**src/rtl/timer_array.sv**
```systemverilog
// Array of independent programmable down/up timers behind a word-addressed
// register file. Each channel owns a 16-byte window: CTRL, PRESET, COUNT, STATUS.

// One timer channel: control/preset/pending registers plus a four-state FSM.
module timer_channel #(
    parameter int CNT_W = 32
) (
    input  logic             clk,
    input  logic             reset,
    input  logic             ctrl_we,
    input  logic             preset_we,
    input  logic             status_we,
    input  logic [31:0]      wdata,
    output logic [3:0]       ctrl,
    output logic [CNT_W-1:0] preset,
    output logic [CNT_W-1:0] count,
    output logic             pend,
    output logic             irq
);

    typedef enum logic [1:0] {
        ST_IDLE,
        ST_LOAD,
        ST_CNT,
        ST_INT
    } state_e;

    localparam logic [1:0] MODE_RELOAD = 2'b01;
    localparam logic [1:0] MODE_FREE   = 2'b10;

    state_e           state_q, state_d;
    logic             en_q, en_d;
    logic [1:0]       mode_q, mode_d;
    logic             im_q, im_d;
    logic [CNT_W-1:0] preset_q, preset_d;
    logic [CNT_W-1:0] count_q, count_d;
    logic             pend_q, pend_d;

    // Only the low bits of wdata matter to a channel; the rest are don't-care.
    logic unused_wdata;
    assign unused_wdata = ^wdata;

    // Next-state and register-update logic for the channel.
    // NOTE: every _d is given its hold value first, so no path through the
    // case statement can leave one unassigned and infer a latch.
    always_comb begin
        state_d  = state_q;
        en_d     = en_q;
        mode_d   = mode_q;
        im_d     = im_q;
        preset_d = preset_q;
        count_d  = count_q;
        pend_d   = pend_q;

        case (state_q)
            ST_IDLE: begin
                if (en_q) state_d = ST_LOAD;
            end
            ST_LOAD: begin
                count_d = (mode_q == MODE_FREE) ? '0 : preset_q;
                state_d = ST_CNT;
            end
            ST_CNT: begin
                if (!en_q) begin
                    state_d = ST_IDLE;
                end else if (mode_q == MODE_FREE) begin
                    count_d = count_q + CNT_W'(1);
                end else if (count_q > CNT_W'(1)) begin
                    count_d = count_q - CNT_W'(1);
                end else begin
                    // A preset of 0 lands here too, so it expires like a preset of 1.
                    count_d = '0;
                    state_d = ST_INT;
                end
            end
            ST_INT: begin
                if (mode_q == MODE_RELOAD) begin
                    state_d = ST_LOAD;
                end else begin
                    en_d    = 1'b0;
                    state_d = ST_IDLE;
                end
            end
            default: state_d = ST_IDLE;
        endcase

        // Set from the FSM is applied after W1C so a collision leaves PEND high.
        if (status_we && wdata[0]) pend_d = 1'b0;
        if (state_q == ST_INT)     pend_d = 1'b1;

        // A software CTRL write overrides the FSM's own EN clear in the same cycle.
        if (ctrl_we) {im_d, mode_d, en_d} = wdata[3:0];
        if (preset_we) preset_d = wdata[CNT_W-1:0];
    end

    // Channel state register with asynchronous clear.
    // NOTE: sequential state uses non-blocking assignments so every flop
    // samples its _d from before the edge, independent of statement order.
    always_ff @(posedge clk or posedge reset) begin
        if (reset) begin
            state_q  <= ST_IDLE;
            en_q     <= 1'b0;
            mode_q   <= 2'b00;
            im_q     <= 1'b0;
            preset_q <= '0;
            count_q  <= '0;
            pend_q   <= 1'b0;
        end else begin
            state_q  <= state_d;
            en_q     <= en_d;
            mode_q   <= mode_d;
            im_q     <= im_d;
            preset_q <= preset_d;
            count_q  <= count_d;
            pend_q   <= pend_d;
        end
    end

    assign ctrl   = {im_q, mode_q, en_q};
    assign preset = preset_q;
    assign count  = count_q;
    assign pend   = pend_q;
    assign irq    = pend_q & im_q;

endmodule

// Top level: address decode, per-channel write strobes and the read mux.
module timer_array #(
    parameter int N_CH  = 2,
    parameter int CNT_W = 32
) (
    input  logic            clk,
    input  logic            reset,
    input  logic [31:0]     addr,
    input  logic            we,
    input  logic [31:0]     wdata,
    output logic [31:0]     rdata,
    output logic [N_CH-1:0] irq,
    output logic            irq_any
);

    typedef enum logic [1:0] {
        REG_CTRL,
        REG_PRESET,
        REG_COUNT,
        REG_STATUS
    } reg_e;

    // The full upper address is the channel index, so out-of-range windows never alias.
    logic [27:0] ch_idx;
    reg_e        reg_off;
    assign ch_idx  = addr[31:4];
    assign reg_off = reg_e'(addr[3:2]);

    // Byte-lane bits are not part of the word address.
    logic unused_addr_lsb;
    assign unused_addr_lsb = ^addr[1:0];

    logic [3:0]       ch_ctrl   [N_CH];
    logic [CNT_W-1:0] ch_preset [N_CH];
    logic [CNT_W-1:0] ch_count  [N_CH];
    logic [N_CH-1:0]  ch_pend;

    for (genvar i = 0; i < N_CH; i++) begin : g_ch
        logic hit;
        assign hit = we && (ch_idx == 28'(i));

        timer_channel #(
            .CNT_W(CNT_W)
        ) u_ch (
            .clk      (clk),
            .reset    (reset),
            .ctrl_we  (hit && (reg_off == REG_CTRL)),
            .preset_we(hit && (reg_off == REG_PRESET)),
            .status_we(hit && (reg_off == REG_STATUS)),
            .wdata    (wdata),
            .ctrl     (ch_ctrl[i]),
            .preset   (ch_preset[i]),
            .count    (ch_count[i]),
            .pend     (ch_pend[i]),
            .irq      (irq[i])
        );
    end

    // Combinational read mux; unmapped channel windows read as zero.
    always_comb begin
        rdata = '0;
        for (int i = 0; i < N_CH; i++) begin
            if (ch_idx == 28'(i)) begin
                case (reg_off)
                    REG_CTRL:   rdata = 32'(ch_ctrl[i]);
                    REG_PRESET: rdata = 32'(ch_preset[i]);
                    REG_COUNT:  rdata = 32'(ch_count[i]);
                    REG_STATUS: rdata = 32'(ch_pend[i]);
                    default:    rdata = '0;
                endcase
            end
        end
    end

    assign irq_any = |irq;

endmodule

```
**config.mk**
```make
export PLATFORM = sky130hd
export DESIGN_NAME = timer_array
export DESIGN_NICKNAME = d
export VERILOG_FILES = /design/src/rtl/timer_array.sv
export SDC_FILE = /design/constraint.sdc
export NUM_CORES = 1
export LEC_CHECK = 0
export ABC_AREA = 1
export ABC_CLOCK_PERIOD_IN_PS = 6700
export CORE_ASPECT_RATIO = 1.2
export CORE_MARGIN = 8
export CORE_UTILIZATION = 60
export DETAILED_ROUTE_END_ITERATION = 16
export PLACE_DENSITY = 0.82
export SETUP_SLACK_MARGIN = 0.3
export SYNTH_ARGS = -nofsm -noshare
export SYNTH_HDL_FRONTEND = slang
export SYNTH_SLANG_ARGS = --single-unit
```
**constraint.sdc**
```tcl
create_clock -name clk -period 6.7 [get_ports clk]
set_input_delay 1.34 -clock clk [delete_from_list [all_inputs] [get_ports clk]]
set_output_delay 1.34 -clock clk [all_outputs]
set_load 0.01 [all_outputs]
```
==> reports/metrics.cfg, run 1 <==
[timing]
max_freq_mhz = 181.1
worst_pin_slew_ns = 1.194
skew_ns = 0.01479
rsz0062_at_grt = false
fin_crit_sh = 0.8240
slew_headroom = 0.2032
setup_violations = 0
slew_violations = 0
period_needed_ns = 5.521
final_hold_viol_count = 0
finalSetupTns_ns = 0

[run_status]
outcome = finished, final reports clean

[final_layout]
finalNetCount = 2104
fill_cells = 1907
stdcell_count = 2309
final_area_mm2 = 0.01360
drive_gt1_frac = 0.06311
num_antenna_cells = 0
syn_to_final_growth_pct = 11.30

[clock_network]
cts_tree = built
cts_setup_buffers = 0
ctsHoldBuffers = 0
cts_sinks = 142
clk_pin_slew_ns = 0.07
cts_root_buf = clkbuf_16
clockBufferDepth = 2
ctsResizeCount = 0
cts_buffers = 17
insertion_delay_ns = 0.44
htree_levels = 4

[worst_hold_path]
hp-class = flop to flop

[flow_run]
cap_violations = 0

[setup_path]
critPathCaptureType = output port
required_ns = 5.36
start_kind = input port
slowest_delay_ns = 0.69
arrival_ns = 4.18
critPathMostFrequentCell = clkdlybuf4s50_1
path_class = input port to output port
path_max_fanout = 51
crit_chain = clkdlybuf4s50_1 > nand2_2 > o22ai_1 > a22o_1 > clkdlybuf4s50_1
slowest_stage = nand2_2

[global_route]
grt_usage = 0.3384
grt_use_met3 = 0.04372
met1_usage = 0.4029
use_met2 = 0.5848
antenna_found_initial = 1
grt_max_degree = 92
grt_pass1_vias = 12820
busiest_layer = met2
grt_pass1_wl_um = 67510
grt.overflow.total = 0

[detailed_routing]
routed_wl_um = 42700
drc_errors = 0
routed-via-count = 13440
ant_nets = 0
viasPerCell = 5.822
dr.pass1.iters = 8
drt_iter0_drc = 1308
wire_per_inst_um = 18.49

[placement]
portBuffers = 99
gp_congestion = 0.9762
placed_cells = 2277
dpl.hpwl_um = 31920
post_dp_cell_area_mm2 = 0.01300

[logic_synthesis]
synth_ff_type = dfrtp_1
yosys_warnings = 0
syn_area_per_cell_um2 = 6.057
synthAdderAreaFrac = 0.006145
syn_nets = 2090
synth_xor_area_frac = 0.02653
synth-seq-cells = 142
synthMuxAreaShare = 0
synth_simple_gate_area_frac = 0.4357
synth_top_family_by_area = simple AND/OR/NAND/NOR gates
seq_area_frac_synth = 0.2909
synth_cells = 2017
async_flop_share = 1.000
synth.distinct_cells = 41
synth_compound_area_frac = 0.1280
synth_edf_count = 0
ys_top_cells_by_area = dfrtp_1, nand2_1, nand3_1, nor2_1, inv_1
synth_top_area_cell = dfrtp_1
synth_top_area_frac = 0.2909
synth_area_mm2 = 0.01222

[power]
swShare = 0.2735
switchingPower_uw = 527.8
p_leak_nw = 6.395
peakVddDrop_uv = 230.5
p_clk_frac = 0.503
pwr-share-seq = 0.444
pwr-share-comb = 0.053
power_density_mw_per_mm2 = 141.9
internal_power_mw = 1.402

[floorplan]
start_util = 0.6074
core_area_mm2 = 0.02011
rows = 57
ios = 102
die_x_um = 146.3
die-area_mm2 = 0.02520
die_h_um = 172.3

==> placed cells by master (no fill, tap or decap), types with 4 or more instances in the layout <==
master,synthesis,final
nand2_1,725,724
nor2_1,225,224
nand3_1,189,189
inv_1,186,185
dfrtp_1,142,142
clkdlybuf4s50_1,0,99
o21ai_0,91,91
a21oi_1,56,56
o22ai_1,52,52
o21ai_1,45,45
xor2_1,36,36
nor2_2,26,26
o31ai_1,24,24
nor2_4,18,19
clkbuf_16,0,17
nand4_1,15,15
nand2_2,13,14
inv_2,11,11
nand3_2,11,11
buf_4,8,7
ha_1,6,6
inv_8,0,6
inv_6,0,5
a31oi_1,4,4
nor2_8,4,4
clkinv_1,4,4
==> cell type report <==
class                   count  area (um^2)  area share
flip-flops and latches    142         3553      0.2613
clock buffers              17        425.4     0.03129
inverters                 201        759.5     0.05586
repair buffers            107         1064     0.07822
multi-input cells        1562         7296      0.5366
well taps                 265        331.6     0.02439
clock inverters            15        167.7     0.01233
==> power by group through the flow <==
stage                     clock, mW  sequential (mW)  combinational (mW)
after global routing           1.01            0.856               0.109
after detailed placement          0            0.873               0.100
final                         0.971            0.857               0.102
after floorplan                   0            0.873              0.0383
after global placement            0            0.873              0.0983
after CTS                     0.973            0.857               0.100
==> worst paths after layout <==
kind,end,from,depth (start not counted),slack (ns)
max,rdata[18],addr[3],5,1.18
min,g_ch[0].u_ch.preset[10],g_ch[0].u_ch.preset[10],2,0.48
max reg2reg,g_ch[1].u_ch.count[23],g_ch[1].u_ch.state_q[0],9,3.32
min reg2reg,g_ch[0].u_ch.preset[10],g_ch[0].u_ch.preset[10],2,0.48
max in group asynchronous,g_ch[0].u_ch.preset[24],reset,3,3.96
min in group asynchronous,g_ch[1].u_ch.preset[4],reset,2,1.48
==> per-stage QoR <==
step / worst slack (ns) / total power [mW] / utilization / hold slack (ns)
detailed placement: 1.287 / 0.9736 / 0.6466 / 0.4621
global route: 1.001 / 1.979 / 0.6761 / 0.4976
global placement: 1.323 / 0.9716 / 0.6466 / 0.4544
finish: 1.179 / 1.929 / 0.6761 / 0.4780
floorplan: 1.550 / 0.9117 / - / 0.4419
CTS: 1.283 / 1.930 / 0.6761 / 0.4789
==> logic make-up (layout without fill, tap and decap cells) <==
| logic type | Yosys count | after routing |
|---|---|---|
| AO/OA/AOI/OAI | 281 | 281 |
| adder cells (fa/ha/maj) | 6 | 6 |
| flip-flops | 142 | 142 |
| buffers and inverters | 313 | 340 |
| XOR/XNOR | 37 | 37 |
| AND/OR/NAND/NOR | 1238 | 1238 |
==> routing by layer <==
metal  share of wire  up-vias  routed length [um]
met2            0.48      647               20680
li1                -     6463                   -
met4           0.056        2                2373
met3           0.071      130                3033
met5         0.00021        -                   9
met1            0.39     6201               16600
==> cells in the mapped netlist (3+ instances only) <==
master    instances
buf_2            54
buf_4             8
clkbuf_1         33
nor2_2           26
o22ai_1          52
buf_6            14
o21ai_1          45
nand3_1         189
nand4_1          15
inv_2            11
ha_1              6
nor2_1          225
a31oi_1           4
and2_1            3
nand2_2          13
nor2_8            4
clkinv_1          4
xor2_1           36
dfrtp_1         142
o21ai_0          91
a21oi_1          56
nor2_4           18
o31ai_1          24
buf_1             3
nor3_1            3
nand2_1         725
nand3_2          11
inv_1           186
==> worst max-delay path: cells and delay by family <==
kind / cells / cell delay, ns
buf+inv: 2 / 1.23
compound gates: 2 / 0.91
simple gates: 1 / 0.69
==> state kept, by name (all words and copies together) (netlist names) <==
name and cells:
g_ch.u_ch.mode_q 4, g_ch.u_ch.en_q 2, g_ch.u_ch.im_q 2, g_ch.u_ch.state_q 4, g_ch.u_ch.count 64, g_ch.u_ch.pend 2
g_ch.u_ch.preset 64
Note: power is estimated with default switching activity, not from simulation.
==> run 2: changes to the inputs <==
--- a/config.mk
+++ b/config.mk
@@ -6,12 +6,12 @@
 export NUM_CORES = 1
 export LEC_CHECK = 0
 export ABC_AREA = 1
-export ABC_CLOCK_PERIOD_IN_PS = 6700
+export ABC_CLOCK_PERIOD_IN_PS = 4900
 export CORE_ASPECT_RATIO = 1.2
 export CORE_MARGIN = 8
-export CORE_UTILIZATION = 60
+export CORE_UTILIZATION = 54
 export DETAILED_ROUTE_END_ITERATION = 16
-export PLACE_DENSITY = 0.82
+export PLACE_DENSITY = 0.78
 export SETUP_SLACK_MARGIN = 0.3
 export SYNTH_ARGS = -nofsm -noshare
 export SYNTH_HDL_FRONTEND = slang
==> constraint.sdc (replaced) <==
create_clock -name clk -period 4.9 [get_ports clk]
set_input_delay 0.98 -clock clk [delete_from_list [all_inputs] [get_ports clk]]
set_output_delay 0.98 -clock clk [all_outputs]
set_load 0.01 [all_outputs]
==> run 2 against run 1 <==
First-iteration DRC count grew 11%. Worst hold slack got worse by 0.0084 ns. Core utilization is 6.4 points lower. Clock skew barely moved. Global-route usage fell by 3.0 points. Largest cell class unchanged. Largest power group unchanged.
==> reports/metrics.cfg, run 2 (synthesis results as in run 1) <==
[run_status]
outcome = finished, final reports clean

[power]
pwr-share-seq = 0.445
internal_power_mw = 1.947
swShare = 0.2596
p_leak_nw = 6.407
switchingPower_uw = 682.9
p_clk_frac = 0.502
power_density_mw_per_mm2 = 192.7
pwr-share-comb = 0.053
p_total_mw = 2.630
peakVddDrop_uv = 216.3

[global_route]
grt.overflow.total = 0
grt_pass1_wl_um = 68540
grt_usage = 0.3081
grt_pass1_vias = 12660
antenna_found_initial = 0
grt_max_degree = 94

[timing]
finalSetupTns_ns = 0
setup_violations = 0
max_freq_mhz = 231.5
worst_pin_slew_ns = 1.200
skew_ns = 0.01435
rsz0062_at_grt = false
hold_ws_ns = 0.4696
final_hold_viol_count = 0
fin_crit_sh = 0.8814
period_needed_ns = 4.319
slew_violations = 0
slew_headroom = 0.1993

[setup_path]
arrival_ns = 3.34
path_class = input port to output port
critPathCaptureType = output port
start_kind = input port
path_max_fanout = 29
required_ns = 3.92

[clock_network]
clk_pin_slew_ns = 0.06
cts_buffers = 17
ctsResizeCount = 0
cts_setup_buffers = 0
cts_root_buf = clkbuf_16
insertion_delay_ns = 0.44
clockBufferDepth = 2
cts_tree = built
htree_levels = 4
cts_sinks = 142
ctsHoldBuffers = 0

[detailed_routing]
dr.pass1.iters = 6
drc_errors = 0
drt_iter0_drc = 1449
wire_per_inst_um = 18.48
routed_wl_um = 43020
routed-via-count = 13440
ant_nets = 0
viasPerCell = 5.772

[placement]
post_dp_cell_area_mm2 = 0.01307
gp_congestion = 1.000
dpl.hpwl_um = 32180
portBuffers = 99

[flow_run]
cap_violations = 0

[floorplan]
die_x_um = 153.3
ios = 102
start_util = 0.5479
core_area_mm2 = 0.02230
die-area_mm2 = 0.02771
die_h_um = 180.8
rows = 60

[final_layout]
mostFrequentLayoutCell = nand2_1
drive_gt1_frac = 0.06540
multi_input_area_mm2 = 0.007296
final_area_mm2 = 0.01365
num_antenna_cells = 0
fill_cells = 2203
regArea_mm2 = 0.003553
syn_to_final_growth_pct = 11.70
finalNetCount = 2109
layout_common_cells = nand2_1, nor2_1, nand3_1, inv_1, dfrtp_1

[worst_hold_path]
hp-class = flop to flop

run 2: cell count changes in the layout (fill, tap and decap cells not counted), moves of 3 or more:
cell / before / now
buf_4: 7 / 11
clkinv_8: 3 / 0
clkinvlp_4: 1 / 4
inv_8: 6 / 2
run 2: cell type report:
type / instances / area share
multi-input cells: 1562 / 0.5347
flip-flops and latches: 142 / 0.2604
repair buffers: 112 / 0.08161
inverters: 201 / 0.05557
clock buffers: 17 / 0.03118
well taps: 279 / 0.02558
clock inverters: 15 / 0.01100
run 2: power groups by stage:
stage | sequential (mW) | clock [mW] | combinational (mW)
floorplan | 1.19 | 0 | 0.0526
global placement | 1.19 | 0 | 0.137
detailed placement | 1.19 | 0 | 0.138
CTS | 1.17 | 1.32 | 0.139
global route | 1.17 | 1.36 | 0.150
finish | 1.17 | 1.32 | 0.139
run 2: metrics by stage:
step                utilization  std cells  worst slack [ns]
floorplan                     -       2017             1.863
global placement         0.5862       2296            0.5900
global route             0.6120       2328            0.3705
finish                   0.6120       2328            0.5810
detailed placement       0.5862       2296            0.5711
CTS                      0.6120       2328            0.5675
run 2: critical path, cell delays in order:
cell and delay [ns]:
clkdlybuf4s50_1 0.40, nor2_1 0.16, nand3_1 0.09, nor4_1 0.30, nand2_1 0.20, inv_1 0.09, buf_4 0.31, nand2_1 0.10
nand2_1 0.14, clkdlybuf4s50_1 0.56
run 2: metal layers:
| layer | part of all wire | track usage | routed length (um) |
|---|---|---|---|
| met1 | 0.39 | 0.3751 | 16950 |
| met4 | 0.038 | 0.1233 | 1636 |
| met5 | 0 | 0 | 0 |
| met3 | 0.069 | 0.03438 | 2958 |
| met2 | 0.50 | 0.5452 | 21480 |
run 2: final timing paths:
| kind | startpoint | end | slack (ns) | cells after the start |
|---|---|---|---|---|
| worst min register to register | g_ch[0].u_ch.preset[6] | g_ch[0].u_ch.preset[6] | 0.47 | 2 |
| min in group asynchronous | reset | g_ch[1].u_ch.count[0] | 0.98 | 2 |
| max in group asynchronous | reset | g_ch[0].u_ch.preset[26] | 2.99 | 3 |
| worst max register to register | g_ch[0].u_ch.state_q[0] | g_ch[0].u_ch.count[11] | 1.71 | 8 |
| worst min-delay path | g_ch[0].u_ch.preset[6] | g_ch[0].u_ch.preset[6] | 0.47 | 2 |
| worst max-delay path | addr[13] | rdata[11] | 0.58 | 10 |
